**config.mk**
```make
export PLATFORM = sky130hd
export DESIGN_NAME = rs232_rx_fifo
export DESIGN_NICKNAME = d
export VERILOG_FILES = /design/src/rtl/rs232_rx_fifo.sv
export SDC_FILE = /design/constraint.sdc
export NUM_CORES = 1
export LEC_CHECK = 0
export CAP_MARGIN = 30
export CELL_PAD_IN_SITES_DETAIL_PLACEMENT = 1
export CELL_PAD_IN_SITES_GLOBAL_PLACEMENT = 1
export CORE_ASPECT_RATIO = 0.75
export CORE_MARGIN = 10
export CORE_UTILIZATION = 55
export CTS_BUF_LIST = sky130_fd_sc_hd__clkbuf_8
export DETAILED_ROUTE_END_ITERATION = 16
export PLACE_DENSITY = 0.93
export SETUP_SLACK_MARGIN = 0.2
export SLEW_MARGIN = 20
export SYNTH_ARGS = -nofsm -noshare
export SYNTH_HDL_FRONTEND = slang
export SYNTH_SLANG_ARGS = --single-unit
```
**constraint.sdc**
```tcl
create_clock -name clk -period 9.4 [get_ports clk]
set_clock_uncertainty 0.15 [all_clocks]
set_input_delay 1.41 -clock clk [delete_from_list [all_inputs] [get_ports clk]]
set_output_delay 1.41 -clock clk [all_outputs]
set_load 0.02 [all_outputs]
```
**src/rtl/rs232_rx_fifo.sv**
```systemverilog
// rs232_rx_fifo: RS-232 style asynchronous receiver feeding a small receive FIFO.
//
// The serial line is synchronised, each frame is sampled at mid-bit using a
// down-counting baud counter, and every completed frame is pushed into the FIFO
// together with its parity-error and framing-error flags.
//
// Ports:
//   clk         single clock, all flops on the rising edge
//   rst         asynchronous active-high reset
//   rx          asynchronous serial input, idles high
//   dout        data of the word at the FIFO head (0 while empty)
//   dout_perr   parity-error flag of the head word
//   dout_ferr   framing-error flag of the head word
//   dout_valid  FIFO holds at least one word
//   dout_ready  consumer accepts the head word (pop on dout_valid & dout_ready)
//   overrun     sticky, a received word was dropped because the FIFO was full
//   clr_ovr     synchronous clear of overrun (a simultaneous drop wins)
//   count       FIFO occupancy
//   busy        receiver is inside a frame (FSM not idle)
module rs232_rx_fifo #(
    parameter logic [19:0] RS232_RATIO = 20'd1736,
    parameter int          DATA_W      = 8,
    parameter int          PARITY_MODE = 1,
    parameter int          STOP_BITS   = 1,
    parameter int          MSB_FIRST   = 1,
    parameter int          FIFO_DEPTH  = 8
) (
    input  logic                        clk,
    input  logic                        rst,
    input  logic                        rx,
    output logic [DATA_W-1:0]           dout,
    output logic                        dout_perr,
    output logic                        dout_ferr,
    output logic                        dout_valid,
    input  logic                        dout_ready,
    output logic                        overrun,
    input  logic                        clr_ovr,
    output logic [$clog2(FIFO_DEPTH):0] count,
    output logic                        busy
);
    localparam int              AW        = $clog2(FIFO_DEPTH);
    localparam int              EW        = DATA_W + 2;
    localparam int              LB        = DATA_W - 1;
    localparam logic [3:0]      LAST_BIT  = LB[3:0];
    localparam logic            LAST_STOP = (STOP_BITS == 2) ? 1'b1 : 1'b0;
    localparam logic [19:0]     HALF      = RS232_RATIO >> 1;
    localparam logic [19:0]     RELOAD    = RS232_RATIO - 20'd1;
    localparam logic [AW:0]     FULL_CNT  = FIFO_DEPTH[AW:0];
    localparam logic [AW:0]     CNT_ONE   = 1;
    localparam logic [AW-1:0]   PTR_ONE   = 1;

    typedef enum logic [2:0] {IDLE, START, DATA, PARITY, STOP, BREAK} state_t;

    state_t            state, state_n;
    logic              rx_meta, rxs;
    logic [19:0]       baud_cnt, baud_n;
    logic [3:0]        bit_cnt, bit_n;
    logic [DATA_W-1:0] data_reg, data_n;
    logic              perr_reg, perr_n;
    logic              ferr_reg, ferr_n;
    logic              stop_cnt, stop_n;
    logic              strobe;
    logic              push;
    logic [EW-1:0]     push_word;

    logic [EW-1:0]     mem [FIFO_DEPTH];
    logic [AW-1:0]     wr_ptr, rd_ptr;
    logic [EW-1:0]     head;
    logic              do_push, do_pop, drop;

    // Two-flop synchroniser; resets to the idle (high) line level so that
    // leaving reset never looks like a start bit.
    always_ff @(posedge clk or posedge rst) begin
        if (rst) begin
            rx_meta <= 1'b1;
            rxs     <= 1'b1;
        end else begin
            rx_meta <= rx;
            rxs     <= rx_meta;
        end
    end

    // Receiver state and datapath registers.
    always_ff @(posedge clk or posedge rst) begin
        if (rst) begin
            state    <= IDLE;
            baud_cnt <= '0;
            bit_cnt  <= '0;
            data_reg <= '0;
            perr_reg <= 1'b0;
            ferr_reg <= 1'b0;
            stop_cnt <= 1'b0;
        end else begin
            state    <= state_n;
            baud_cnt <= baud_n;
            bit_cnt  <= bit_n;
            data_reg <= data_n;
            perr_reg <= perr_n;
            ferr_reg <= ferr_n;
            stop_cnt <= stop_n;
        end
    end

    // Frame sequencing. The half-bit load on the falling edge puts every
    // later strobe near the middle of its bit. BREAK absorbs a line held low
    // after a bad stop bit so it produces a single word, not a stream.
    always_comb begin
        state_n = state;
        baud_n  = baud_cnt;
        bit_n   = bit_cnt;
        data_n  = data_reg;
        perr_n  = perr_reg;
        ferr_n  = ferr_reg;
        stop_n  = stop_cnt;
        push    = 1'b0;
        strobe  = (baud_cnt == 20'd0);

        if (state != IDLE && state != BREAK) begin
            baud_n = strobe ? RELOAD : baud_cnt - 20'd1;
        end

        case (state)
            IDLE: begin
                if (!rxs) begin
                    state_n = START;
                    baud_n  = HALF;
                end
            end
            START: begin
                if (strobe) begin
                    if (!rxs) begin
                        state_n = DATA;
                        bit_n   = '0;
                        perr_n  = 1'b0;
                        ferr_n  = 1'b0;
                        stop_n  = 1'b0;
                    end else begin
                        state_n = IDLE;
                    end
                end
            end
            DATA: begin
                if (strobe) begin
                    data_n = (MSB_FIRST != 0) ? {data_reg[DATA_W-2:0], rxs}
                                              : {rxs, data_reg[DATA_W-1:1]};
                    bit_n  = bit_cnt + 4'd1;
                    if (bit_cnt == LAST_BIT) begin
                        state_n = (PARITY_MODE != 0) ? PARITY : STOP;
                    end
                end
            end
            PARITY: begin
                if (strobe) begin
                    perr_n  = (((^data_reg) ^ rxs) != (PARITY_MODE == 1));
                    state_n = STOP;
                end
            end
            STOP: begin
                if (strobe) begin
                    ferr_n = ferr_reg | ~rxs;
                    if (stop_cnt == LAST_STOP) begin
                        push    = 1'b1;
                        state_n = rxs ? IDLE : BREAK;
                    end else begin
                        stop_n = 1'b1;
                    end
                end
            end
            BREAK: begin
                if (rxs) begin
                    state_n = IDLE;
                end
            end
            default: state_n = IDLE;
        endcase
    end

    assign push_word = {ferr_n, perr_reg, data_reg};
    assign busy      = (state != IDLE);

    // A push into a full FIFO still succeeds when the head is popped in the
    // same cycle; only a push with no room and no pop is dropped.
    assign do_pop  = dout_valid & dout_ready;
    assign do_push = push & ((count != FULL_CNT) | do_pop);
    assign drop    = push & (count == FULL_CNT) & ~do_pop;

    // Storage array, written only; the head is read combinationally.
    always_ff @(posedge clk) begin
        if (do_push) begin
            mem[wr_ptr] <= push_word;
        end
    end

    // Pointers, occupancy and the sticky overrun flag (set beats clear).
    always_ff @(posedge clk or posedge rst) begin
        if (rst) begin
            wr_ptr  <= '0;
            rd_ptr  <= '0;
            count   <= '0;
            overrun <= 1'b0;
        end else begin
            if (do_push) begin
                wr_ptr <= wr_ptr + PTR_ONE;
            end
            if (do_pop) begin
                rd_ptr <= rd_ptr + PTR_ONE;
            end
            case ({do_push, do_pop})
                2'b10:   count <= count + CNT_ONE;
                2'b01:   count <= count - CNT_ONE;
                default: count <= count;
            endcase
            if (drop) begin
                overrun <= 1'b1;
            end else if (clr_ovr) begin
                overrun <= 1'b0;
            end
        end
    end

    // Outputs are forced to zero while empty so they read 0 out of reset
    // without needing to clear the storage array.
    assign dout_valid = (count != '0);
    assign head       = mem[rd_ptr];
    assign dout       = dout_valid ? head[DATA_W-1:0] : '0;
    assign dout_perr  = dout_valid ? head[DATA_W]     : 1'b0;
    assign dout_ferr  = dout_valid ? head[DATA_W+1]   : 1'b0;

endmodule

```
==> metrics.txt <==
max reg flops 80; Post-Place Cell Area a little over 6000 um^2; Lkg Pwr about 2.6 nW; Area Growth Syn to Fin 15.0%; number of global-route vias before repair between 4000 and 5000; Setup crit start kind flip-flop; Worst-path clk slew roughly 0.09 ns; Placed Instances 542; Final TNS setup 0 ns; Post-CTS Setup Bufs 0; worst slew pin tran 1.00 ns; hold buffers post-CTS 0; CP Class reg2out; I/O pin cnt 22; Tot Pwr 0.00141 W; Antenna Cells 0; routed length per instance about 29 um; clock buffer count from CTS 17; CORE AREA 10300 um^2; EDFF count, synth 80; most common cell after layout, fill and taps aside edfxtp_1; post-detailed-route DRC marker count 0; Initial Util 56.4%; Critical Path Sink Type output pin; row cnt 32; synth warn 0; PD cells 211 nW/um^2; syn_nets 409; GRT Residual Overflow 0; commonest cells after routing, fill and taps aside edfxtp_1 (80), dfrtp_1 (48), nor2_1 (38), xnor2_1 (21), clkdlybuf4s50_1 (21); status finished, final reports clean; full die area 15100 um^2; largest area contributor in the netlist edfxtp_1; post-DP HPWL 9810 um; clock root cell clkbuf_8; Clock Sinks 130; DRT Wirelength 16700 um; CTS tree done; Tot GR Track Use a little under a quarter; Worst EP arrival 2.86 ns; Worst EP required just under 8 ns; top cells by area, synth edfxtp_1 (41%), dfrtp_1 (21%), mux4_2 (7.8%); final instance area 6670 um^2; Hold Vio Cnt, Final 0; Hold WS 0.208 ns; Final setup viols 0; Die X-Extent 139 um; fraction of registers with async set/reset approximately two fifths; share of post-route cells with drive strength above 1 21.4%; Routability Congestion 0.837; unrepaired setup endpoints after global routing false; first-pass GRT wire length 25700 um; Fmax 226 MHz; Die Height ~110 um; # port buffers 21; Synth cell types 59; ANT nets after route 0; Slew headroom 33.2%; DR vias 3763; sequential fraction of the synthesis area 63.0%; crit-path max FO 19; Max Cap Viol 0; DR vias/cell 6.50; worst min path class reg2reg; clk_lat worst skew 0.44 ns; pin count of the biggest net entering global routing 32; cells after synthesis 396; initial antenna violation count 0; Synth Cell Area 5800 um^2; drt first-iter violations approximately 450; ys flop type edfxtp_1; Final period util 47.0%; Pins Over Slew Limit 0; Final min period 4.42 ns; NumNets Final 443; Avg Cell Area, Syn 14.6 um^2; Synth Register Bits between 100 and 150; Max Buffers Root-to-Sink 2; post-cts resize count 0; Non-Filler Instances 579; 1st-pass router iterations 5; maximum VDD drop 0.000114 V; Synth top area share 41.4%; H-tree depth 4
==> worst paths after layout <==
kind / startpoint / endpoint / slack [ns] / depth (start not counted)
max in group asynchronous: rst / data_reg[5]$_DFFE_PP0P_ / 7.25 / 3
min: rx_meta$_DFF_PP1_ / rxs$_DFF_PP1_ / 0.21 / 0
max: rd_ptr[0]$_DFFE_PP0P_ / dout[0] / 4.98 / 5
min in group asynchronous: rst / rd_ptr[2]$_DFFE_PP0P_ / 1.26 / 2
min reg2reg: rx_meta$_DFF_PP1_ / rxs$_DFF_PP1_ / 0.21 / 0
max reg2reg: state[2]$_DFFE_PP0P_ / count[2]$_DFFE_PP0P_ / 5.64 / 10
==> kinds of logic (layout without fill, tap and decap cells) <==
kind of cell,count (synthesis),count (layout),synth area share (%)
adders and majority gates,8,8,1.73
DFF,130,130,63.0
muxes,42,42,12.2
and+or+nand+nor,112,112,10.9
AOI/OAI and AO/OA,47,47,5.39
buffers and inverters,26,73,2.07
xor gates and xnor gates,31,31,4.68
==> report_power, final <==
group / leakage [nW] / internal, W / switching, W
clock network: 0.222 / 0.000296 / 0.000241
logic: 0.820 / 0.0000958 / 0.0000930
registers: 1.58 / 0.000617 / 0.0000620
==> critical path, stage by stage (launching register included) <==
cell	delay, ns
dfrtp_1	0.49
buf_4	0.41
mux4_2	0.61
mux2i_1	0.27
nor2_1	0.09
clkdlybuf4s50_1	0.55
==> cells in the mapped netlist (4+ instances only) <==
| master | n |
|---|---|
| edfxtp_1 | 80 |
| xor2_1 | 10 |
| clkbuf_1 | 13 |
| mux2_2 | 6 |
| nor2_1 | 38 |
| nand2_1 | 12 |
| nand4_1 | 4 |
| o21ai_0 | 14 |
| nor4_1 | 9 |
| nand3_1 | 7 |
| xnor2_1 | 21 |
| inv_1 | 9 |
| nor3_1 | 12 |
| dfrtp_1 | 48 |
| mux2i_1 | 10 |
| ha_1 | 8 |
| a21oi_1 | 10 |
| or3_1 | 4 |
| mux2_4 | 6 |
| mux4_2 | 20 |
==> layout make-up <==
type                    count  area (um^2)
well taps                 136          170
repair buffers             32          310
clock buffers              18          248
fillers                   919         3620
flip-flops and latches    130         3660
multi-input cells         240         2060
clock inverters            14          188
inverters                   9         33.8
==> through the flow <==
step	utilization (%)	setup slack (ns)
6_report	64.8	4.98
4_1_cts	64.4	4.93
3_3_place_gp	59.8	5.46
2_1_floorplan	-	5.99
5_1_grt	64.8	4.84
3_5_place_dp	60.2	5.21
==> layer usage <==
metal / track usage (%) / vias up / part of all wire (%)
met4: 9.38 / 0 / 2.5
met2: 38.4 / 204 / 50
met1: 28.4 / 1939 / 41
met5: 0 / - / 0
met3: 4.82 / 34 / 6.5
li1: - / 1586 / -
Note: power is estimated with default switching activity, not from simulation.
==> RTL change 1: new RTL, same flow settings <==
Set the parameter `DATA_W` to 7 (it was 8).
--- a/src/rtl/rs232_rx_fifo.sv
+++ b/src/rtl/rs232_rx_fifo.sv
@@ -21,3 +21,3 @@
     parameter logic [19:0] RS232_RATIO = 20'd1736,
-    parameter int          DATA_W      = 8,
+    parameter int          DATA_W      = 7,
     parameter int          PARITY_MODE = 1,
Interface: changed (resized dout); port bits go from 22 to 21. The function was not compared with the original's and may differ.
==> RTL change 1 against the unedited design <==
  * Non-clock buffer count did not move
  * Count of clock-buffer cells in the layout fell by 1
  * Synthesized area is 3.6% lower
  * Design area decreased by 4.7%
  * Power grew 3.8%
  * Routed wire length down 12%
  * Worst setup slack better by 0.079 ns
  * Highest routed layer unchanged
  * Sequential cell count is 9 lower
==> RTL change 1: results (changes against the unedited design) <==
stage,metric,value,unit,change
synth,synth_mux_area_frac,0.1152,,-0.006901
synth,synth.area.top_cells,"edfxtp_1, dfrtp_1, mux4_2",,
global_route,antenna_found_initial,0,,unchanged
worst_setup_path,cp_max_fo,20,,+1
worst_setup_path,critPathMaxStageDelay,0.94,ns,+0.33 ns
synth,synth_edf_count,72,,-10%
pwr,max-vdd-ir-drop,93.50,uV,-18%
routing,avgRoutedWirePerCell,25.66,um,-11%
placed_design,place_congestion,0.7779,,-7.1%
placed_design,numPortBuffers,20,,-4.8%
cts,cts_max_level,4,,unchanged
cells_and_area,largest_reg_flops,72,,-10%
synth,async_reset_ff_frac,0.4050,,+0.02034
synth,synth-compound-area-share,0.07493,,+0.02100
synth,synth_fa_ha_area_frac,0.02013,,+0.002873
cells_and_area,drive_gt1_frac,0.1936,,-0.02083
synth,ys_seq_area_frac,0.6061,,-0.02416
timing,worst_slew_pin_slew,0.9750,ns,-0.02640 ns
worst_setup_path,cpMaxStageDelayCell,dfrtp_1,,
pwr,switching_share,0.3004,,+0.01872
placed_design,dp_hpwl,9558,um,-2.6%
worst_setup_path,crit_family,flip-flops,,
routing,met3_length,1040,um,-4.6%
cts,clkTransAtPathRegs,0.07,ns,-0.02 ns
routing,dr_wl_met2,7245,um,-13%
global_route,grt_max_degree,28,,-13%
synth,synth_commonest_cells,"edfxtp_1, dfrtp_1, nor2_1",,
run_status,status,finished clean,,
global_route,grtUsageMet3,0.05504,,+0.006818
global_route,met1_usage,0.2665,,-0.01794
global_route,grt_pass1_vias,3898,,-2.8%
pwr,p_comb,363,uW,+92%
synth,yosysUniqueCellTypes,56,,-5.1%
synth,synth-xor-area-share,0.03735,,-0.009456
pwr,leakagePower,2.303,nW,-12%
synth,synthesis.nets,413,,+0.98%
cts,cts_buffers,17,,unchanged
routing,met1_length,6054,um,-11%
routing,drt-vias-per-instance,6.448,,-0.78%
placed_design,placed_area,0.005929,mm^2,-4.2%
pwr,power_clock,467,uW,-13%
routing,drt_iter0_markers,483,,+7.6%
global_route,grt_pass1_wl,22940,um,-11%
global_route,grt.total_usage,0.2087,,-0.01895
worst_setup_path,arrival,2.78,ns,-0.08 ns
global_route,grt_use_met2,0.3328,,-0.05108
global_route,top_usage_layer,met2,,
cells_and_area,nets,440,,-0.68%
## RTL change 1: cell types whose count changed after synthesis, sizes merged, moves of 8 or more
cell | unedited run | this run
buf | 4 | 12
edfxtp | 80 | 72
nor2 | 39 | 24
nor3 | 14 | 6
or3 | 4 | 15
xnor2 | 21 | 11
## RTL change 1: metrics by stage
stage / setup slack (ns) / utilization / power (mW) / hold WS (ns) / std cells
3_3_place_gp: 5.398 / 0.6038 / 0.9841 / 0.1973 / 533
5_1_grt: 4.940 / 0.6505 / 1.522 / 0.2157 / 571
2_1_floorplan: 5.866 / - / 0.8599 / 0.1952 / 399
3_5_place_dp: 5.089 / 0.6066 / 1.007 / 0.1994 / 534
4_1_cts: 5.046 / 0.6470 / 1.468 / 0.2090 / 566
6_report: 5.058 / 0.6505 / 1.459 / 0.2081 / 571
## RTL change 1: path summary, 6_finish.rpt
check | startpoint | end | slack (ns) | cells after the start
min in group asynchronous | rst | count[0] | 1.23 | 2
setup / recovery | rd_ptr[1] | dout[1] | 5.06 | 4
hold / removal | rx_meta | rxs | 0.21 | 0
max in group asynchronous | rst | rxs | 7.22 | 3
setup reg to reg | baud_cnt[0] | count[2] | 5.76 | 13
hold reg to reg | rx_meta | rxs | 0.21 | 0
## RTL change 1: final cells by class
type                       count  area, um^2
fill                         926        3416
sequential                   121        3391
multi-input combinational    245        2067
timing repair buffer          32       307.8
clock buffer                  17       234.0
tap                          132       165.2
clock inverter                15       160.2
inverter                       9       33.78
## RTL change 1: kinds of logic after synthesis
kind of cell	after synthesis
buffers and inverters	33
adder cells (fa/ha/maj)	9
AND/OR/NAND/NOR	111
multiplexers	38
AO/OA/AOI/OAI	64
XOR/XNOR	23
flip-flops	121
==> RTL change 2: new RTL, same settings <==
Made on the original files. Put a register stage on the outputs `dout_perr` and `dout_ferr`, with the module's reset. The values now appear one clock later. The other outputs are not delayed to match.
--- a/src/rtl/rs232_rx_fifo.sv
+++ b/src/rtl/rs232_rx_fifo.sv
@@ -225,4 +225,11 @@
     assign dout       = dout_valid ? head[DATA_W-1:0] : '0;
-    assign dout_perr  = dout_valid ? head[DATA_W]     : 1'b0;
-    assign dout_ferr  = dout_valid ? head[DATA_W+1]   : 1'b0;
+    always_ff @(posedge clk or posedge rst) begin
+        if (rst) begin
+            dout_perr <= '0;
+            dout_ferr <= '0;
+        end else begin
+            dout_perr <= dout_valid ? head[DATA_W]     : 1'b0;
+            dout_ferr <= dout_valid ? head[DATA_W+1]   : 1'b0;
+        end
+    end
 
Function: no difference found for any inputs over 10 cycles, from zero or initial values and one cycle with rst high; that may be too few to reach the edited logic, so the function may still have changed.
==> RTL change 2 against the unedited design <==
  * Critical endpoint is now dout[2]
  * Largest power group unchanged
  * Sequential cell count is 2 higher
  * Synthesized area is 0.86% higher
  * Sequential share of layout area is 1.1 points higher
  * Power is 4.9% lower
  * Design area is 0.60% lower
  * Routed wire length is 3.1% lower
  * Worst setup slack worse by 0.13 ns
==> RTL change 2: results (changes against the unedited design) <==
stage,metric,value,unit,change
run_status,status,finished clean,,
placed_design,placed_area,0.006230,mm^2,+0.65%
cts,clkLatencyLatePin,0.46,ns,+0.02 ns
worst_setup_path,cpMaxStageDelayCell,dfrtp_1,,
routing,avgRoutedWirePerCell,27.85,um,-3.2%
routing,vias,3833,,+1.9%
routing,drt-vias-per-instance,6.609,,+1.7%
synth,ys_ff_latch,132,,+1.5%
pwr,power_density,201.5,mW/mm^2,-4.3%
placed_design,placed_cells,545,,+0.55%
synth,synth-compound-area-share,0.05346,,-0.0004613
global_route,grt_max_degree,53,,+66%
cells_and_area,nets,444,,+0.23%
worst_setup_path,worst_r2r_path_depth,11,,+1
worst_setup_path,critPathMaxStageDelay,0.76,ns,+0.15 ns
synth,synth_commonest_cells,"edfxtp_1, dfrtp_1, nor2_1",,
worst_setup_path,arrival,2.99,ns,+0.13 ns
synth,synth_fa_ha_area_frac,0.01711,,-0.0001476
synth,synthesis.nets,411,,+0.49%
worst_setup_path,r2r_slack,5.70,ns,+0.06 ns
placed_design,place_congestion,0.8207,,-2.0%
cells_and_area,drive_gt1_frac,0.2117,,-0.002735
synth,synth_mux_area_frac,0.1210,,-0.001044
global_route,grt_pass1_vias,4009,,-0.050%
timing,slew_headroom,0.3527,,+0.02033
synth,ys_seq_area_frac,0.6334,,+0.003163
[RTL change 2: cell type report]
type	count	share of cell area
Inverter	9	0.005096
Clock buffer	17	0.03530
Sequential cell	132	0.5591
Tap cell	136	0.02567
Timing Repair Buffer	31	0.04417
Multi-Input combinational cell	240	0.3107
Clock inverter	15	0.02001
[RTL change 2: how the worst max path moves through the flow]
stage | start | endpoint | slack, ns
final | rd_ptr[0] | dout[2] | 4.85
after global routing | rd_ptr[0] | dout[2] | 4.65
after CTS | rd_ptr[0] | dout[2] | 4.80
after detailed placement | dout_ready | count[3] | 5.27
after global placement | rd_ptr[0] | dout[2] | 5.34
after floorplan | dout_ready | mem[0][0] | 5.99
[RTL change 2: through the flow]
| stage | total power [mW] | worst slack (ns) | hold WS [ns] |
|---|---|---|---|
| 3_5_place_dp | 0.8749 | 5.270 | 0.2033 |
| 3_3_place_gp | 0.8576 | 5.338 | 0.1968 |
| 6_report | 1.336 | 4.851 | 0.2153 |
| 5_1_grt | 1.384 | 4.651 | 0.2179 |
| 2_1_floorplan | 0.8070 | 5.990 | 0.1952 |
| 4_1_cts | 1.331 | 4.800 | 0.2146 |
[RTL change 2: cells by family after synthesis]
group           Yosys count
flops                   132
simple gates            112
compound gates           47
mux                      42
xor+xnor                 31
buf+inv                  26
fa+ha+maj                 8
[RTL change 2: power breakdown]
| part | leakage (nW) | internal [mW] | switching, mW |
|---|---|---|---|
| combinational | 0.814 | 0.0998 | 0.0945 |
| clock | 0.182 | 0.211 | 0.245 |
| sequential | 1.61 | 0.626 | 0.0598 |
| total | 2.60 | 0.936 | 0.400 |
[RTL change 2: critical path: cells and delay by family (launching register included)]
family,cells,cell delay (ns)
multiplexers,2,0.75
buffers and inverters,2,0.92
AND/OR/NAND/NOR,1,0.08
flip-flops,1,0.76
[RTL change 2: layer usage]
| layer | up-vias | routed length [um] | global-route usage |
|---|---|---|---|
| met4 | 0 | 536 | 0.1092 |
| met5 | - | 0 | 0 |
| met3 | 37 | 1108 | 0.05170 |
| met1 | 1994 | 6471 | 0.2648 |
| met2 | 213 | 8038 | 0.3665 |
| li1 | 1589 | - | - |
